`config.mk`:
```
export PLATFORM = sky130hd
export DESIGN_NAME = pipe_hazard_ctrl
export DESIGN_NICKNAME = d
export VERILOG_FILES = /design/src/rtl/pipe_hazard_ctrl.sv
export SDC_FILE = /design/constraint.sdc
export NUM_CORES = 1
export LEC_CHECK = 0
export CELL_PAD_IN_SITES_DETAIL_PLACEMENT = 2
export CELL_PAD_IN_SITES_GLOBAL_PLACEMENT = 2
export CORE_MARGIN = 2
export CORE_UTILIZATION = 18
export DETAILED_ROUTE_END_ITERATION = 7
export PLACE_DENSITY = 0.84
export RECOVER_POWER = 50
export SETUP_SLACK_MARGIN = 0.02
export SLEW_MARGIN = 10
export SYNTH_ARGS = -nofsm -noshare
export SYNTH_HDL_FRONTEND = slang
export SYNTH_SLANG_ARGS = --single-unit
export TNS_END_PERCENT = 100
```
`constraint.sdc`:
```
create_clock -name clk -period 1.55 [get_ports clk]
set_input_delay 0.155 -clock clk [delete_from_list [all_inputs] [get_ports clk]]
set_output_delay 0.155 -clock clk [all_outputs]
set_load 0.01 [all_outputs]
```
`src/rtl/pipe_hazard_ctrl.sv`:
```
// ---------------------------------------------------------------------------
// pipe_hazard_ctrl
//
// Hazard controller for the 5-stage MIPS core. Sits beside ID and produces
// the stall / bubble controls for PC, IF/ID and ID/EX. It detects load-use
// hazards and taken-branch flushes. It also sequences the multi-cycle
// mult/div unit that writes HI/LO: mfhi/mflo and a second mult/div are held
// in ID while that unit is busy.
//
// Configuration macro: HAZARD_CTRL_DIV_EN
//   defined   - id_is_div is honoured; divides run for DIV_LAT cycles.
//   undefined - id_is_div is ignored, md_is_div stays 0, and every operation
//               runs for MULT_LAT cycles.
//
// Parameters
//   MULT_LAT      mult/multu latency in cycles (2..31)
//   DIV_LAT       div/divu latency in cycles (2..31); used only when the
//                 divide path is enabled
//
// Ports
//   clk             rising-edge clock
//   rst_n           synchronous active-low reset
//   id_ra, id_rb    source registers of the instruction in ID
//   id_uses_rb      the ID instruction reads rb
//   id_branch_taken the branch/jump in ID resolved taken
//   id_md_req       ID holds mult/multu/div/divu
//   id_is_div       marks id_md_req as a divide
//   id_reads_hl     ID holds mfhi/mflo
//   ex_rw           destination register of the instruction in EX
//   ex_memtoreg     EX memtoreg select (2'd1 = load)
//   ex_regWr        the EX instruction writes the register file
//   pc_stall        hold PC
//   ifid_stall      hold IF/ID
//   hazard          insert a bubble into ID/EX
//   BranchBubble    flush the wrong-path instruction
//   md_start        one-cycle start pulse to the mult/div unit
//   md_is_div       operation type latched with md_start
//   md_busy         the mult/div unit is running
//   md_done         pulse on the final busy cycle (HI/LO are written there)
// ---------------------------------------------------------------------------
module pipe_hazard_ctrl #(
    parameter int MULT_LAT = 4,
    parameter int DIV_LAT  = 16
) (
    input  logic       clk,
    input  logic       rst_n,
    input  logic [4:0] id_ra,
    input  logic [4:0] id_rb,
    input  logic       id_uses_rb,
    input  logic       id_branch_taken,
    input  logic       id_md_req,
    input  logic       id_is_div,
    input  logic       id_reads_hl,
    input  logic [4:0] ex_rw,
    input  logic [1:0] ex_memtoreg,
    input  logic       ex_regWr,
    output logic       pc_stall,
    output logic       ifid_stall,
    output logic       hazard,
    output logic       BranchBubble,
    output logic       md_start,
    output logic       md_is_div,
    output logic       md_busy,
    output logic       md_done
);

    typedef enum logic [0:0] {
        ST_IDLE = 1'b0,
        ST_RUN  = 1'b1
    } state_t;

    // The counter is loaded with LAT-1 so that RUN lasts exactly LAT cycles.
    localparam logic [4:0] MULT_LOAD = 5'(MULT_LAT - 1);

    state_t     state_r;
    state_t     state_nxt_s;
    logic [4:0] cnt_r;
    logic [4:0] cnt_nxt_s;
    logic       md_is_div_r;
    logic       md_is_div_nxt_s;
    logic       div_sel_s;
    logic [4:0] lat_load_s;
    logic       lu_s;
    logic       stall_s;
    logic       busy_s;

`ifdef HAZARD_CTRL_DIV_EN
    localparam logic [4:0] DIV_LOAD = 5'(DIV_LAT - 1);
    assign div_sel_s  = id_is_div;
    assign lat_load_s = id_is_div ? DIV_LOAD : MULT_LOAD;
`else
    // Divide path compiled out: every operation is treated as a multiply.
    logic unused_div_s;
    assign unused_div_s = id_is_div ^ (DIV_LAT == 0);
    assign div_sel_s    = 1'b0;
    assign lat_load_s   = MULT_LOAD;
`endif

    // Load-use: a load in EX writes a register the ID instruction reads ($0 never hazards).
    assign lu_s = ex_regWr & (ex_memtoreg == 2'd1) & (ex_rw != 5'd0) &
                  ((ex_rw == id_ra) | (id_uses_rb & (ex_rw == id_rb)));

    // Held in reset the unit reads as idle, so no start/done can escape during an abort.
    assign busy_s = rst_n & (state_r == ST_RUN);

    // Stall sources: load-use, HI/LO reader while busy, second mult/div while busy.
    assign stall_s = lu_s | (id_reads_hl & busy_s) | (id_md_req & busy_s);

    // State register: FSM state, latency counter and latched operation type.
    always_ff @(posedge clk) begin
        if (!rst_n) begin
            state_r     <= ST_IDLE;
            cnt_r       <= 5'd0;
            md_is_div_r <= 1'b0;
        end else begin
            state_r     <= state_nxt_s;
            cnt_r       <= cnt_nxt_s;
            md_is_div_r <= md_is_div_nxt_s;
        end
    end

    // Next-state logic: issue from IDLE, count down in RUN.
    always_comb begin
        state_nxt_s     = state_r;
        cnt_nxt_s       = cnt_r;
        md_is_div_nxt_s = md_is_div_r;
        case (state_r)
            ST_IDLE: begin
                // A load-use bubble defers the issue; the request retries next cycle.
                if (id_md_req & ~lu_s) begin
                    state_nxt_s     = ST_RUN;
                    cnt_nxt_s       = lat_load_s;
                    md_is_div_nxt_s = div_sel_s;
                end else begin
                    state_nxt_s     = ST_IDLE;
                end
            end
            ST_RUN: begin
                if (cnt_r != 5'd0) begin
                    cnt_nxt_s   = cnt_r - 5'd1;
                end else begin
                    state_nxt_s = ST_IDLE;
                end
            end
            default: begin
                state_nxt_s = ST_IDLE;
                cnt_nxt_s   = 5'd0;
            end
        endcase
    end

    // Output decode: stall/bubble controls and mult/div handshake.
    always_comb begin
        pc_stall     = stall_s;
        ifid_stall   = stall_s;
        hazard       = stall_s;
        // A stalled branch re-resolves once its operands are valid.
        BranchBubble = id_branch_taken & ~stall_s;
        md_is_div    = md_is_div_r;
        md_start     = 1'b0;
        md_busy      = 1'b0;
        md_done      = 1'b0;
        case (state_r)
            ST_IDLE: begin
                md_start = rst_n & id_md_req & ~lu_s;
            end
            ST_RUN: begin
                md_busy = rst_n;
                md_done = rst_n & (cnt_r == 5'd0);
            end
            default: begin
                md_start = 1'b0;
            end
        endcase
    end

endmodule
```
==> summary.txt <==
run status: finished, final reports clean
FMAX: 0.646 GHz
diode count: 0
Yosys top cell area share: 0.190
setup TNS: 0 ps
# port buffers: 30
worst-skew pair later-pin latency: 240 ps
Overflow after GRT: 0
die area: 4000 µm²
cell leakage power: 0.499 nW
pin count of the biggest net entering global routing: 11
sequential cell area fraction in the yosys report: 0.190
Max Cap Viol: 0
Layout Utilization: 0.361
global-route wire length before repair: 4.86 mm
CTS tree: built
largest cells by area after synthesis: dfxtp_1 (19%), xnor2_1 (14%), o21ai_0 (4.8%), nand2_1 (4.2%), ha_1 (4.0%)
crit path capture type: primary output
Fin. Hold Viols: 0
peak supply drop: 0.000212 V
Critical Path AT: 1390 ps
Cells after Synth: 81
number of synthesized register bits: 6
Syn Std Cell Area: 632 µm²
root buf cell: clkbuf_4
starting density of the core: 0.188
area grow syn2layout: 92.3%
routed wire length: 3.14 mm
Primary FF master, synth: dfxtp_1
Setup Fix Bufs, Post-CTS: 0
fin area: 1210 µm²
crit-path max FO: 3
Initial DRT Pass Iterations: 4
num rows: 21
initial antenna violation count: 0
Yosys warnings: 0
total power draw: 0.747 mW
CP required: 1390 ps
Tcrit/Tclk final: 0.999
Power Dens Cells: 615 nW/µm²
Synth cell types: 34
residual DRC count: 0
RSZ-0062 raised after global routing: yes
Die W: 63.2 µm
final setup fails: 0
vias in the first global route: 912
Worst-path clk slew: 50 ps
largest area contributor in the netlist: dfxtp_1
Final Skew: 4.21 ps
CTS sink cnt: 6
Pins Over Slew Limit: 0
syn avg cell area: 7.80 µm²
Detail Route Antenna Nets: 0
drt wl/cell: 18.0 µm
final RePlAce weighted congestion: 0.836
GR Util All Layers: 0.156
DPL Wire Length: 2.43 mm
Vias/cell: 4.60
Nets: 157
share of cells above drive strength 1: 0.469
htree depth: 1
# hold bufs at CTS: 0
crit start category: primary input
Crit Path Class: primary input to primary output
Detailed Route Iter0 Violations: 34
syn nets: 108
number of CTS-inserted buffers: 3
die height: 63.2 µm
IO Pins: 33
Post-DP Area: 1100 µm²
vias post-DR: 800
Bufs on Longest Clock Path: 2
Post-synth ARST share: 0
Post-synth EDFFs: 0
minimum clock period: 1550 ps
core area: 3360 µm²
Hold Path Class: flip-flop to flip-flop
==> cell families (layout without fill, tap and decap cells) <==
family                     Yosys count  after routing  synth area share
muxes                                1              1            0.0158
DFF                                  6              6             0.190
buffers and inverters                9             56            0.0713
AOI/OAI and AO/OA                   24             24             0.273
adders and majority gates            2              2            0.0396
other                                1              1           0.00593
and+or+nand+nor                     28             28             0.265
xor gates and xnor gates            10             10             0.139
==> timing repair <==
action,4_1_cts,5_1_grt
endpoints found under the setup margin,13,11
pin swaps,21,15
resized for setup,67,27
==> metal layers <==
layer | up-vias | wire length (µm) | track usage
met3 | 4 | 45 | 0.0357
met4 | 0 | 33 | 0.0245
met1 | 398 | 1140 | 0.179
met5 | - | 0 | 0
li1 | 394 | - | -
met2 | 4 | 1920 | 0.295
==> through the flow <==
step                hold WS, ps  cells  setup slack, ps
floorplan                   401     81             21.5
global placement            519    171             -680
detailed placement          561    171             -814
CTS                         589    174            -16.5
global route                622    174            -75.1
finish                      571    174             1.46
==> worst max-delay path, stage by stage <==
cell	delay (ps)
buf_6	90
or4_4	550
o2111a_2	300
a21oi_2	140
buf_2	160
==> registers in the layout, summed over array words and instances, names as in the netlist <==
signal   count
cnt_r        5
state_r      1
==> cells in the final DEF (no fill, tap or decap), types with 2 or more instances in the layout <==
cell type and instances:
a21oi_1 2, a21oi_2 2, buf_2 6, buf_4 16, buf_6 7, clkbuf_2 2
clkbuf_4 3, clkdlybuf4s15_1 4, clkdlybuf4s50_1 8, dfxtp_1 4, dfxtp_2 2, dlygate4sd2_1 6
inv_1 2, inv_2 2, nand2_1 7, nand3_1 3, nand3_2 2, nand4_1 3
nor2_1 2, nor3_1 2, o211ai_1 2, o21ai_0 4, o21ai_1 4, xnor2_1 4
xnor2_2 6
==> where the power goes <==
group          leakage (nW)  internal (mW)  total [mW]  switching (mW)
Combinational         0.435          0.213       0.409           0.196
Sequential           0.0498          0.172       0.188          0.0161
Clock                0.0138         0.0880       0.149          0.0615
Total                 0.499          0.473       0.747           0.273
==> cell usage after synthesis (all sizes together), types with 2 or more instances <==
cell type / number
nor4b: 2
a21oi: 4
nand3: 5
nor3: 2
xnor2: 10
nand2: 8
ha: 2
buf: 3
dfxtp: 6
nor2: 2
o21ai: 9
clkbuf: 2
and2: 2
nand4: 3
o211ai: 2
inv: 4
==> final cells by class <==
type	instances	area [µm²]
Clock buffer	3	22.5
Fill cell	411	2150
Inverter	4	15.0
Multi-Input combinational cell	66	586
Sequential cell	6	123
Tap cell	46	57.6
Timing Repair Buffer	49	412
==> path summary, 6_finish.rpt <==
path                                end  cells after the start                  start  slack, ps
hold / removal    cnt_r[4]$_SDFFE_PN0P_                      2  cnt_r[4]$_SDFFE_PN0P_        570
hold reg to reg   cnt_r[4]$_SDFFE_PN0P_                      2  cnt_r[4]$_SDFFE_PN0P_        570
setup reg to reg  cnt_r[3]$_SDFFE_PN0P_                      6  cnt_r[0]$_SDFFE_PN0P_         10
setup / recovery               md_start                      5               ex_rw[1]          1
Power figures use the tool's default switching activity.
==> RTL edit 1 (config.mk and constraints unchanged) <==
Add a define of `HAZARD_CTRL_DIV_EN`.
--- a/src/rtl/pipe_hazard_ctrl.sv
+++ b/src/rtl/pipe_hazard_ctrl.sv
@@ -39,4 +39,6 @@
 //   md_done         pulse on the final busy cycle (HI/LO are written there)
 // ---------------------------------------------------------------------------
+`define HAZARD_CTRL_DIV_EN
+
 module pipe_hazard_ctrl #(
     parameter int MULT_LAT = 4,
Formal check against the unedited RTL: not equivalent (a bounded check fails within 4 cycles, from zero or initial values and one cycle with rst_n low).
==> RTL edit 1 against the original RTL <==
The run now ends with negative setup slack left. Count of clock-buffer cells in the layout increased by 1. Worst setup slack worse by 140 ps. Routed wire length is 20% lower. Sequential share of layout area is 1.7 points higher. Sequential cell count is 1 higher. Total power grew 5.6%. Area after synthesis fell by 11%. Design area increased by 0.72%. Largest cell class unchanged. Highest routed layer unchanged.
==> RTL edit 1: results (changes against the original RTL) <==
<table>
<tr><th>Metric</th><th>Value</th></tr>
<tr><th colspan="2">Status</th></tr>
<tr><td>Violations in the final reports</td><td>negative setup slack</td></tr>
<tr><td>Outcome</td><td>finished with violations</td></tr>
<tr><th colspan="2">Global routing</th></tr>
<tr><td>Pin count of the biggest net entering global routing</td><td>10 (-1)</td></tr>
<tr><td>Global-route wire length before repair</td><td>4.04 mm (-17%)</td></tr>
<tr><td>Met1 usage in global routing</td><td>0.156 (-0.0237)</td></tr>
<tr><td>Global-route track usage on met3</td><td>0.0411 (+0.00541)</td></tr>
<tr><th colspan="2">Logic synthesis</th></tr>
<tr><td>Count of different cell masters after synthesis</td><td>30 (-12%)</td></tr>
<tr><td>Part of the Yosys area used for sequential elements</td><td>0.249 (+0.0593)</td></tr>
<tr><th colspan="2">Critical path</th></tr>
<tr><td>Start point of the critical path</td><td>cnt_r[1]</td></tr>
<tr><td>Arrival time of the worst setup path</td><td>1540 ps (+150 ps)</td></tr>
<tr><td>CP endpoint</td><td>md_done</td></tr>
<tr><td>Depth of the most critical reg-to-reg path</td><td>8 (+2)</td></tr>
<tr><th colspan="2">Place</th></tr>
<tr><td>Area post-placement</td><td>0.00103 mm² (-6.4%)</td></tr>
<tr><td>Hpwl dp</td><td>1.92 mm (-21%)</td></tr>
<tr><td>Port-buffer cells</td><td>32 (+6.7%)</td></tr>
<tr><th colspan="2">Detailed routing</th></tr>
<tr><td>Met2 Routed Length</td><td>1.40 mm (-27%)</td></tr>
<tr><td>Metal3 WL</td><td>163 µm (+260%)</td></tr>
<tr><td>Total iterations of the first detailed-routing run</td><td>3 (-1)</td></tr>
<tr><td>Routed length per instance</td><td>15.9 µm (-12%)</td></tr>
<tr><td>Number of violations reported at the end of detailed-routing iteration 0</td><td>11 (-68%)</td></tr>
<tr><th colspan="2">Clock network</th></tr>
<tr><td>Buffers inserted by post-CTS timing repair</td><td>8 (+8)</td></tr>
<tr><td>Number of resized instances in the post-cts repair step</td><td>99 (+48%)</td></tr>
<tr><th colspan="2">Pwr</th></tr>
<tr><td>Share of total power in the clock network</td><td>0.219 (+0.019)</td></tr>
<tr><th colspan="2">Timing</th></tr>
<tr><td>Setup slack after layout</td><td>-141 ps (-143 ps)</td></tr>
<tr><td>Number of setup violations in the final report</td><td>11 (+11)</td></tr>
<tr><th colspan="2">Worst hold path</th></tr>
<tr><td>Sink of the worst hold path</td><td>md_is_div</td></tr>
<tr><td>Startpoint of the most critical hold path</td><td>md_is_div</td></tr>
<tr><th colspan="2">Cells and area</th></tr>
<tr><td>Total number of nets in the final design</td><td>153 (-2.5%)</td></tr>
</table>
-- RTL edit 1: area by class of cell --
cell class / count / area share
clock buffer: 4 / 0.0215
tap: 33 / 0.0337
multi-input combinational: 56 / 0.429
timing repair buffer: 53 / 0.382
sequential: 7 / 0.118
inverter: 5 / 0.0153
-- RTL edit 1: per-stage QoR --
step	setup TNS (ps)	util	worst slack, ps	total power [W]
2_1_floorplan	-5.75	-	-5.75	0.000356
3_3_place_gp	-7870	0.344	-844	0.000517
3_5_place_dp	-8670	0.344	-951	0.000537
4_1_cts	-1060	0.388	-193	0.000773
5_1_grt	-1630	0.408	-205	0.000854
6_report	-877	0.408	-141	0.000788
-- RTL edit 1: cells by family after synthesis --
family	count (synthesis)	synth area share
AOI/OAI and AO/OA	15	0.198
xor gates and xnor gates	10	0.156
adders and majority gates	2	0.0445
buffers and inverters	8	0.0668
DFF	7	0.249
muxes	1	0.0178
and+or+nand+nor	28	0.267
==> RTL edit 2 (same settings) <==
Made on the original files. Make the reset (`rst_n`) asynchronous in one clocked block. Comments in the files are not updated.
--- a/src/rtl/pipe_hazard_ctrl.sv
+++ b/src/rtl/pipe_hazard_ctrl.sv
@@ -108,5 +108,5 @@
 
     // State register: FSM state, latency counter and latched operation type.
-    always_ff @(posedge clk) begin
+    always_ff @(posedge clk or negedge rst_n) begin
         if (!rst_n) begin
             state_r     <= ST_IDLE;
Check against the original RTL: same outputs for any inputs over 10 cycles, from zero or initial values and one cycle with rst_n low; that may be too few to reach the edited logic, so the function may still have changed.
==> RTL edit 2 against the original RTL <==
Area after synthesis down 11%. Routed wire length down 18%. Die area down 10%. Utilization up 4.5 points. Sequential cell count unchanged. Design area up 0.41%. Highest routed layer unchanged. Worst setup slack worse by 250 ps. The flow now finishes with violations (negative setup slack). Sequential share of layout area up 2.2 points. Count of clock-buffer cells in the layout unchanged.
Power is not compared: it rests on default switching activity, and its combinational part moved more than twofold at a synthesized area within 25%.
==> RTL edit 2: results (changes against the original RTL) <==
<table>
<tr><th>Metric</th><th>Value</th></tr>
<tr><th colspan="2">Cells and area</th></tr>
<tr><td>Number of combinational gates with multiple inputs</td><td>54 (-18%)</td></tr>
<tr><td>Fraction of layout cells with a size suffix above 1</td><td>0.527 (+0.0584)</td></tr>
<tr><td>Total number of nets in the final design</td><td>158 (+0.64%)</td></tr>
<tr><td>Multi-input combinational cell area</td><td>484 µm² (-17%)</td></tr>
<tr><td>Number of inserted filler cells in the final layout</td><td>342 (-17%)</td></tr>
<tr><td>Non-clock buffer share of cell area</td><td>0.415 (+0.0766)</td></tr>
<tr><td>Seq Cell Count</td><td>6 (unchanged)</td></tr>
<tr><th colspan="2">Logic synthesis</th></tr>
<tr><td>Proportion of register bits with asynchronous set or reset after synthesis</td><td>1.00 (+1.00)</td></tr>
<tr><td>Number of nets in the synthesized netlist</td><td>94 (-13%)</td></tr>
<tr><td>Top area cells in the synthesized netlist</td><td>dfrtp_1 (27%), xnor2_1 (16%), nand2_1 (4.7%)</td></tr>
<tr><td>Count of different cell masters after synthesis</td><td>28 (-18%)</td></tr>
<tr><td>Most instantiated flip-flop cell in the synthesis netlist</td><td>dfrtp_1</td></tr>
<tr><td>Most numerous cell types in the synthesized netlist</td><td>xnor2_1 (10), nand2_1 (7), dfrtp_1 (6)</td></tr>
<tr><th colspan="2">Place</th></tr>
<tr><td>Placer's final routability congestion estimate</td><td>0.648 (-23%)</td></tr>
<tr><th colspan="2">Detailed routing</th></tr>
<tr><td>Vias per cell</td><td>4.54 (-1.2%)</td></tr>
<tr><td>Number of violations reported at the end of detailed-routing iteration 0</td><td>8 (-76%)</td></tr>
<tr><td>Routed length per instance</td><td>15.9 µm (-12%)</td></tr>
<tr><td>Post-Route WL</td><td>2.58 mm (-18%)</td></tr>
<tr><th colspan="2">Timing</th></tr>
<tr><td>Worst-case clock skew</td><td>0.669 ps (-3.54 ps)</td></tr>
<tr><td>Setup slack after layout</td><td>-253 ps (-254 ps)</td></tr>
<tr><td>Number of setup violations in the final report</td><td>7 (+7)</td></tr>
<tr><th colspan="2">Critical path</th></tr>
<tr><td>Terminus of the critical flop-to-flop path</td><td>cnt_r[0]</td></tr>
<tr><td>Crit end category</td><td>flip-flop</td></tr>
<tr><td>Arrival time of the worst setup path</td><td>1950 ps (+560 ps)</td></tr>
<tr><th colspan="2">Global routing</th></tr>
<tr><td>Global-route wire length before repair</td><td>4.08 mm (-16%)</td></tr>
<tr><td>All-Layer GR Usage</td><td>0.156 (+0.000173)</td></tr>
<tr><th colspan="2">Status</th></tr>
<tr><td>Outcome</td><td>finished with violations</td></tr>
<tr><td>Violations in the final reports</td><td>negative setup slack</td></tr>
<tr><th colspan="2">Worst hold path</th></tr>
<tr><td>Worst min-delay path class</td><td>input port to asynchronous set/reset pin</td></tr>
</table>
==> RTL edit 2: changes by cell type after synthesis, sizes merged, moves of 2 or more <==
cell	before	now
clkbuf	2	0
o21ai	9	3
nor2	2	5
nor4b	2	0
dfrtp	0	6
nand2b	1	3
dfxtp	6	0
nand4	3	1
nand3	5	1
==> RTL edit 2: metrics by stage <==
step                      hold WS, ps  setup WS [ps]  setup TNS [ps]  total power (W)
final                             407           -253           -1290          0.00151
after global routing              456           -317           -1810          0.00164
after CTS                         244           -249           -1210          0.00145
after detailed placement          527           -824           -6850          0.00114
after global placement            514           -765           -6010          0.00107
after floorplan                  -141          -64.0            -125         0.000686
==> RTL edit 2: cell families (layout without fill, tap and decap cells) <==
kind of cell	after synthesis	after routing	share of synthesized area
AO/OA/AOI/OAI	14	14	0.185
XOR/XNOR	10	10	0.156
adder cells (fa/ha/maj)	2	2	0.0445
buffers and inverters	7	69	0.0668
flip-flops	6	6	0.267
multiplexers	1	1	0.0267
other	1	1	0.00668
AND/OR/NAND/NOR	26	26	0.247
==> RTL edit 2: timing repair <==
action / in CTS / in global routing
setup buffers: 7 / 4
pin swaps: 18 / 14
cloned: 0 / 0
endpoints found under the setup margin: 13 / 12
resized for setup: 71 / 20
==> RTL edit 2: layer usage <==
metal / track usage / share of wire / vias up / wire length [µm]
li1: - / - / 350 / -
met1: 0.160 / 0.35 / 349 / 892
met2: 0.300 / 0.58 / 31 / 1480
met3: 0.0260 / 0.055 / 6 / 141
met4: 0.0730 / 0.024 / 0 / 61
met5: 0 / 0 / - / 0
==> RTL edit 2: critical path: stages, from the launching register on <==
cell	delay (ps)
dfrtp_1	410
inv_2	100
ha_4	130
or4b_4	480
buf_6	140
nand2_4	60
o211ai_4	90
mux2_4	280
